$ cat src/rtl/larpix_rx_pkg.sv
// Shared types, packet field offsets and field extractors for the LArPix receive path.
package larpix_rx_pkg;

    localparam int unsigned DECLARE_LSB = 0;
    localparam int unsigned DECLARE_W   = 2;
    localparam int unsigned CHIP_ID_LSB = 2;
    localparam int unsigned ADDR_LSB    = 10;
    localparam int unsigned DATA_LSB    = 18;
    localparam int unsigned FIELD_W     = 8;
    localparam int unsigned HDR_W       = 26;
    localparam int unsigned NUM_DECLARE = 4;
    localparam int unsigned CNT_W       = 16;

    typedef enum logic [1:0] {
        DATA   = 2'd0,
        TEST   = 2'd1,
        CFG_WR = 2'd2,
        CFG_RD = 2'd3
    } pkt_declare_t;

    typedef enum logic {
        RD_IDLE = 1'b0,
        RD_WAIT = 1'b1
    } rd_state_t;

    function automatic pkt_declare_t get_declare(input logic [HDR_W-1:0] hdr);
        return pkt_declare_t'(hdr[DECLARE_LSB +: DECLARE_W]);
    endfunction

    function automatic logic [FIELD_W-1:0] get_chip_id(input logic [HDR_W-1:0] hdr);
        return hdr[CHIP_ID_LSB +: FIELD_W];
    endfunction

    function automatic logic [FIELD_W-1:0] get_addr(input logic [HDR_W-1:0] hdr);
        return hdr[ADDR_LSB +: FIELD_W];
    endfunction

    function automatic logic [FIELD_W-1:0] get_data(input logic [HDR_W-1:0] hdr);
        return hdr[DATA_LSB +: FIELD_W];
    endfunction

    // Saturating increment shared by all statistics counters.
    function automatic logic [CNT_W-1:0] sat_inc(input logic [CNT_W-1:0] cnt);
        return (cnt == {CNT_W{1'b1}}) ? cnt : cnt + CNT_W'(1);
    endfunction

endpackage

$ cat src/rtl/larpix_pkt_fifo.sv
// Synchronous FIFO with registered empty/half/full flags; head is presented without fall-through.
module larpix_pkt_fifo #(
    parameter int unsigned WIDTH = 66,
    parameter int unsigned DEPTH = 16
) (
    input  logic             clk,
    input  logic             reset,
    input  logic             wr_en,
    input  logic [WIDTH-1:0] wr_data,
    input  logic             rd_en,
    output logic [WIDTH-1:0] rd_data,
    output logic             empty,
    output logic             half,
    output logic             full
);

    localparam int unsigned AW = (DEPTH > 1) ? $clog2(DEPTH) : 1;
    localparam int unsigned CW = $clog2(DEPTH + 1);

    logic [WIDTH-1:0] mem [DEPTH];
    logic [AW-1:0]    wr_ptr;
    logic [AW-1:0]    rd_ptr;
    logic [CW-1:0]    count;
    logic [CW-1:0]    count_nxt;
    logic             push;
    logic             pop;

    // A full FIFO refuses writes even if a read frees a slot on the same edge.
    always_comb begin
        push      = wr_en && !full;
        pop       = rd_en && !empty;
        count_nxt = count + CW'(push) - CW'(pop);
    end

    always_ff @(posedge clk) begin
        if (reset) begin
            wr_ptr <= '0;
            rd_ptr <= '0;
            count  <= '0;
            empty  <= 1'b1;
            half   <= 1'b0;
            full   <= 1'b0;
            for (int i = 0; i < int'(DEPTH); i++) begin
                mem[i] <= '0;
            end
        end else begin
            if (push) begin
                mem[wr_ptr] <= wr_data;
                wr_ptr      <= wr_ptr + AW'(1);
            end
            if (pop) begin
                rd_ptr <= rd_ptr + AW'(1);
            end
            count <= count_nxt;
            empty <= (count_nxt == '0);
            half  <= (count_nxt >= CW'(DEPTH / 2));
            full  <= (count_nxt == CW'(DEPTH));
        end
    end

    assign rd_data = mem[rd_ptr];

endmodule

$ cat src/rtl/larpix_rx_aggregator.sv
// Round-robin merge of LArPix uart_rx lanes into one tagged packet FIFO,
// with per-type statistics and a config-read match/timeout engine.
module larpix_rx_aggregator
    import larpix_rx_pkg::*;
#(
    parameter int unsigned NUM_CH     = 4,
    parameter int unsigned WIDTH      = 64,
    parameter int unsigned FIFO_DEPTH = 16,
    parameter int unsigned RD_TIMEOUT = 4096,
    parameter bit          DROP_BAD   = 1'b1
) (
    input  logic                                      clk,
    input  logic                                      reset,
    input  logic [NUM_CH-1:0]                         ch_valid,
    input  logic [NUM_CH*(WIDTH-1)-1:0]               ch_data,
    input  logic [NUM_CH-1:0]                         ch_perr,
    output logic [NUM_CH-1:0]                         ch_ready,
    output logic                                      out_valid,
    input  logic                                      out_ready,
    output logic [WIDTH-2:0]                          out_data,
    output logic [((NUM_CH > 1) ? $clog2(NUM_CH) : 1)-1:0] out_channel,
    output logic                                      out_perr,
    output logic                                      fifo_half,
    output logic                                      fifo_full,
    input  logic                                      rd_req,
    input  logic [7:0]                                rd_chip_id,
    input  logic [7:0]                                rd_addr,
    output logic                                      rd_busy,
    output logic                                      rd_done,
    output logic [7:0]                                rd_data,
    output logic                                      rd_timeout,
    output logic [4*16-1:0]                           pkt_count,
    output logic [15:0]                               perr_count
);

    localparam int unsigned PKT_W = WIDTH - 1;
    localparam int unsigned CH_W  = (NUM_CH > 1) ? $clog2(NUM_CH) : 1;
    localparam int unsigned ENT_W = CH_W + 1 + PKT_W;
    localparam int unsigned TMR_W = (RD_TIMEOUT > 1) ? $clog2(RD_TIMEOUT) : 1;

    logic [CH_W-1:0]    rr;
    logic [CH_W-1:0]    grant_idx;
    logic               grant_any;
    int unsigned        idx;
    logic [PKT_W-1:0]   acc_data;
    logic               acc_perr;
    logic [HDR_W-1:0]   acc_hdr;
    logic               push;
    logic               rd_match;
    logic [ENT_W-1:0]   head;
    logic               fifo_empty;

    rd_state_t          rd_state;
    logic [TMR_W-1:0]   timer;
    logic [7:0]         rd_chip_q;
    logic [7:0]         rd_addr_q;

    // First valid lane at or after rr; nothing is granted while full or in reset.
    always_comb begin
        grant_any = 1'b0;
        grant_idx = '0;
        idx       = 0;
        ch_ready  = '0;
        if (!reset && !fifo_full) begin
            for (int unsigned k = 0; k < NUM_CH; k++) begin
                idx = (32'(rr) + k) % NUM_CH;
                if (!grant_any && ch_valid[CH_W'(idx)]) begin
                    grant_any = 1'b1;
                    grant_idx = CH_W'(idx);
                end
            end
        end
        if (grant_any) begin
            ch_ready[grant_idx] = 1'b1;
        end
    end

    always_comb begin
        acc_data = ch_data[32'(grant_idx) * PKT_W +: PKT_W];
        acc_perr = ch_perr[grant_idx];
        acc_hdr  = acc_data[HDR_W-1:0];
        push     = grant_any && !(acc_perr && DROP_BAD);
        rd_match = (rd_state == RD_WAIT) && grant_any && !acc_perr
                   && (get_declare(acc_hdr) == CFG_RD)
                   && (get_chip_id(acc_hdr) == rd_chip_q)
                   && (get_addr(acc_hdr) == rd_addr_q);
    end

    larpix_pkt_fifo #(
        .WIDTH (ENT_W),
        .DEPTH (FIFO_DEPTH)
    ) u_fifo (
        .clk     (clk),
        .reset   (reset),
        .wr_en   (push),
        .wr_data ({grant_idx, acc_perr, acc_data}),
        .rd_en   (out_ready),
        .rd_data (head),
        .empty   (fifo_empty),
        .half    (fifo_half),
        .full    (fifo_full)
    );

    assign out_valid   = !fifo_empty;
    assign out_channel = head[ENT_W-1 -: CH_W];
    assign out_perr    = head[PKT_W];
    assign out_data    = head[PKT_W-1:0];

    // Round-robin pointer and saturating statistics.
    always_ff @(posedge clk) begin
        if (reset) begin
            rr         <= '0;
            pkt_count  <= '0;
            perr_count <= '0;
        end else if (grant_any) begin
            rr <= (32'(grant_idx) == NUM_CH - 1) ? '0 : grant_idx + CH_W'(1);
            if (acc_perr) begin
                perr_count <= sat_inc(perr_count);
            end else begin
                for (int unsigned d = 0; d < NUM_DECLARE; d++) begin
                    if (DECLARE_W'(d) == acc_hdr[DECLARE_LSB +: DECLARE_W]) begin
                        pkt_count[d*CNT_W +: CNT_W] <= sat_inc(pkt_count[d*CNT_W +: CNT_W]);
                    end
                end
            end
        end
    end

    // Config-read engine: a match on the timeout cycle still counts as a match.
    always_ff @(posedge clk) begin
        if (reset) begin
            rd_state   <= RD_IDLE;
            timer      <= '0;
            rd_chip_q  <= '0;
            rd_addr_q  <= '0;
            rd_busy    <= 1'b0;
            rd_done    <= 1'b0;
            rd_data    <= '0;
            rd_timeout <= 1'b0;
        end else begin
            rd_done    <= 1'b0;
            rd_timeout <= 1'b0;
            case (rd_state)
                RD_IDLE: begin
                    if (rd_req) begin
                        rd_chip_q <= rd_chip_id;
                        rd_addr_q <= rd_addr;
                        timer     <= '0;
                        rd_busy   <= 1'b1;
                        rd_state  <= RD_WAIT;
                    end
                end
                RD_WAIT: begin
                    if (rd_match) begin
                        rd_done  <= 1'b1;
                        rd_data  <= get_data(acc_hdr);
                        rd_busy  <= 1'b0;
                        rd_state <= RD_IDLE;
                    end else if (timer == TMR_W'(RD_TIMEOUT - 1)) begin
                        rd_timeout <= 1'b1;
                        rd_busy    <= 1'b0;
                        rd_state   <= RD_IDLE;
                    end else begin
                        timer <= timer + TMR_W'(1);
                    end
                end
                default: rd_state <= RD_IDLE;
            endcase
        end
    end

endmodule

$ cat config.mk
export PLATFORM = sky130hd
export DESIGN_NAME = larpix_rx_aggregator
export DESIGN_NICKNAME = d
export VERILOG_FILES = /design/src/rtl/larpix_rx_pkg.sv /design/src/rtl/larpix_pkt_fifo.sv /design/src/rtl/larpix_rx_aggregator.sv
export SDC_FILE = /design/constraint.sdc
export NUM_CORES = 2
export LEC_CHECK = 0
export ABC_CLOCK_PERIOD_IN_PS = 7300
export CORE_UTILIZATION = 60
export CTS_BUF_LIST = sky130_fd_sc_hd__clkbuf_4
export DETAILED_ROUTE_END_ITERATION = 8
export MAX_ROUTING_LAYER = met4
export PLACE_DENSITY = 0.9
export SKIP_LAST_GASP = 1
export SYNTH_ARGS = -nofsm -noshare
export SYNTH_HDL_FRONTEND = slang
export SYNTH_SLANG_ARGS = --single-unit
$ cat constraint.sdc
create_clock -name clk -period 7.3 [get_ports clk]
set_input_delay 1.46 -clock clk [delete_from_list [all_inputs] [get_ports clk]]
set_output_delay 1.46 -clock clk [all_outputs]
set_load 0.01 [all_outputs]
==> summary.md <==
| Metric | Value |
|---|---|
| Hold Path Stages | `2` |
| CTS max path bufs | `4` |
| Layout area overhead | `17.5%` |
| Netlist cell types | `61` |
| R2R setup slack | `2.49 ns` |
| Die Y | `299 um` |
| Worst Setup End Kind | `output port` |
| Flops & latches, synth | `1198` |
| Num Clock Sinks | `1198` |
| Crit Path Max Fanout | `27` |
| Via Count | `38849` |
| Setup TNS | `0 ns` |
| Post-layout util | `71.4%` |
| DR iter-0 viols | `6626` |
| Status | `complete, no violations` |
| Syn_area_per_cell | `13.5 um2` |
| Reg2Reg Depth | `11` |
| Placeable core region | `0.0869 mm2` |
| P_leak | `0.0222 uW` |
| TritonCTS clock tree | `yes` |
| HPWL after detailed placement | `93700 um` |
| Clk root buf | `clkbuf_4` |
| Detail Route Antenna Nets | `0` |
| R2r endpoint | `timer[0]$_SDFFE_PP0P_` |
| Fraction of layout cells with a size suffix above 1 | `20.2%` |
| Port Buf Inserts | `443` |
| Max_cap viols | `0` |
| HP Start | `rd_addr_q[4]$_SDFFE_PP0P_` |
| Cts bufs inserted | `313` |
| Drt pass-1 iters | `6` |
| Setup Fix Bufs, Post-CTS | `0` |
| Die W | `299 um` |
| Netlist Area Pre-Place | `0.0528 mm2` |
| Synth top area cells | `edfxtp_1, mux4_2, nor2_1` |
| Slew @ Worst Pin | `1.33 ns` |
| Power per standard cell area | `304 mW/mm2` |
| Asr flop ratio synth | `0%` |
| Synth Instances | `3912` |
| Design Power | `18900 uW` |
| Period utilization | `86.9%` |
| Fmax | `158 MHz` |
| Peak supply drop | `307 uV` |
| Sequential area share after synthesis | `65.5%` |
| Final WS setup | `0.956 ns` |
| Clock H-tree levels | `5` |
| Global route overflow | `0` |
| Fin. max-slew vios | `0` |
| Initial antenna violation count | `9` |
| Post-synth EDFFs | `1056` |
| FP Rows | `108` |
| Final net count | `4728` |
| Vias in the first global route | `40232` |
| Crit path required time | `5.84 ns` |
| Post-CTS sizing | `0` |
| WHS | `0.469 ns` |
| Die Footprint | `0.0892 mm2` |
| Hold violation total from the final report | `0` |
| Initial Util | `60.8%` |
| Hold Path Sink | `rd_addr_q[4]$_SDFFE_PP0P_` |
| Hold Path Class | `flop to flop` |
| Overall routing resource usage | `39.1%` |
| DP Worst Slack | `0.774 ns` |
| Clock Skew | `0.180 ns` |
| Total routed wirelength | `171000 um` |
| Synth Flop Type | `edfxtp_1` |
| Crit path launch type | `input pin` |
| Crit path DAT | `4.88 ns` |
| Synth top area share | `60.1%` |
| Reg-to-Reg Start | `u_fifo.full$_SDFF_PP0_` |
| Hold_buf cts | `0` |
| First-pass GRT wire length | `245000 um` |
| Drt drc | `0` |
| Unrepaired setup endpoints after global routing | `false` |
| Ys Warns | `0` |
| Slew margin rel. | `11.6%` |
| Largest net degree at the start of global routing | `110` |
| Minimum clock period after layout | `6.34 ns` |
| Worst-Skew Late Latency | `1.29 ns` |
| Vias/cell | `6.72` |
| Post-synth top area cell | `edfxtp_1` |
| Setup violations, final | `0` |
| GPL Wtd Cong | `0.953` |
| Crit path kind | `input pin to output port` |
| Top Ports | `444` |
| Clock-pin transition on the worst setup and hold timing paths | `0.06 ns` |
| WL per Instance | `29.5 um` |
[worst max-delay path: stages]
cell and delay, ns:
clkdlybuf4s50_1 0.61, nor2_1 0.13, a211oi_2 0.46, o2111a_4 0.66
clkinv_2 0.51, ha_1 0.37, and2_1 0.16, clkdlybuf4s50_1 0.49
[final cells by class]
class | instances | area, um2
Sequential cell | 1198 | 34600
Fill cell | 5018 | 24900
Multi-Input combinational cell | 2339 | 17100
Timing Repair Buffer | 519 | 5100
Clock buffer | 443 | 3330
Tap cell | 1155 | 1450
Clock inverter | 56 | 279
Inverter | 56 | 214
Antenna cell | 18 | 45.0
[cell families after synthesis]
family	count (synthesis)	synth area share, %
other	1	0.00710
AOI/OAI and AO/OA	100	1.32
buffers and inverters	390	2.88
adders and majority gates	21	0.512
and+or+nand+nor	1755	13.5
DFF	1198	65.5
muxes	361	14.9
xor gates and xnor gates	86	1.43
[placed cells by master, fill, tap and decap left out, types with 8 or more instances in the layout]
cell type,netlist,routed
nand3_1,134,122
o21ai_0,16,16
buf_12,0,8
mux2i_1,15,15
diode_2,0,18
nand2_4,0,16
xor2_1,59,59
nor2_1,1149,1149
and3_1,28,28
nand2_1,331,315
and2_1,10,9
nor2b_1,10,10
or3_1,25,25
a221oi_2,8,8
nand4_1,32,32
inv_1,53,53
conb_1,1,16
a21oi_1,45,45
clkdlybuf4s50_1,0,442
xnor2_1,27,27
ha_1,20,20
dfxtp_1,142,138
clkbuf_4,0,443
mux4_2,336,336
buf_4,3,69
nand3_4,0,12
clkinv_1,1,40
nor3_1,8,8
and4_1,8,8
edfxtp_1,1056,1056
[worst max path at each step]
| stage | start | endpoint | slack (ns) | cells past startpoint |
|---|---|---|---|---|
| after floorplan | reset | u_fifo.mem[5][0]$_SDFFCE_PN0P_ | 1.42 | 12 |
| after global placement | ch_valid[1] | timer[0]$_SDFFE_PP0P_ | 0.85 | 13 |
| after detailed placement | ch_valid[3] | timer[0]$_SDFFE_PP0P_ | 0.77 | 13 |
| after CTS | ch_valid[3] | ch_ready[2] | 1.05 | 8 |
| after global routing | ch_valid[0] | ch_ready[2] | 0.93 | 8 |
| final | ch_valid[1] | ch_ready[2] | 0.96 | 8 |
[cells in the mapped netlist (3+ instances only)]
cell type and instances:
a21oi_1 45, a221oi_2 8, and2_1 10, and3_1 28, and4_1 8, buf_1 62, buf_2 6, buf_4 3
buf_6 5, clkbuf_1 258, dfxtp_1 142, edfxtp_1 1056, ha_1 20, inv_1 53, mux2_1 5, mux2_4 3
mux2i_1 15, mux4_2 336, nand2_1 331, nand2b_1 3, nand3_1 134, nand4_1 32, nor2_1 1149, nor2b_1 10
nor3_1 8, nor4_1 3, o21ai_0 16, o21ai_1 7, or2_2 4, or3_1 25, or4_1 3, xnor2_1 27
xor2_1 59
[per-layer routing]
metal	track usage, %	routed length [um]	up-vias
met5	-	0	-
met4	26.2	12900	0
met3	12.6	26500	1039
met2	61.1	81500	4285
met1	42.9	49700	18259
li1	-	-	15266
[report_power, final]
group / total [uW] / internal, uW / switching (uW)
clock: 5630 / 2830 / 2800
sequential: 8250 / 8000 / 250
combinational: 5010 / 1860 / 3150
total: 18900 / 12700 / 6190
[state kept, by name, summed over array words and instances (netlist names), 2 cells and up, named ones only]
signal	cells
rd_chip_q	8
rd_data	8
pkt_count	64
u_fifo.rd_ptr	4
u_fifo.mem	1056
u_fifo.count	5
u_fifo.wr_ptr	4
perr_count	16
timer	12
rr	2
rd_addr_q	8
[stage by stage]
| step | std cells | area, um2 |
|---|---|---|
| after CTS | 5766 | 62000 |
| after global routing | 5783 | 62000 |
| after detailed placement | 5267 | 58400 |
| after floorplan | 3927 | 52800 |
| final | 5784 | 62000 |
| after global placement | 5267 | 58400 |
Note: power is estimated with default switching activity, not from simulation.
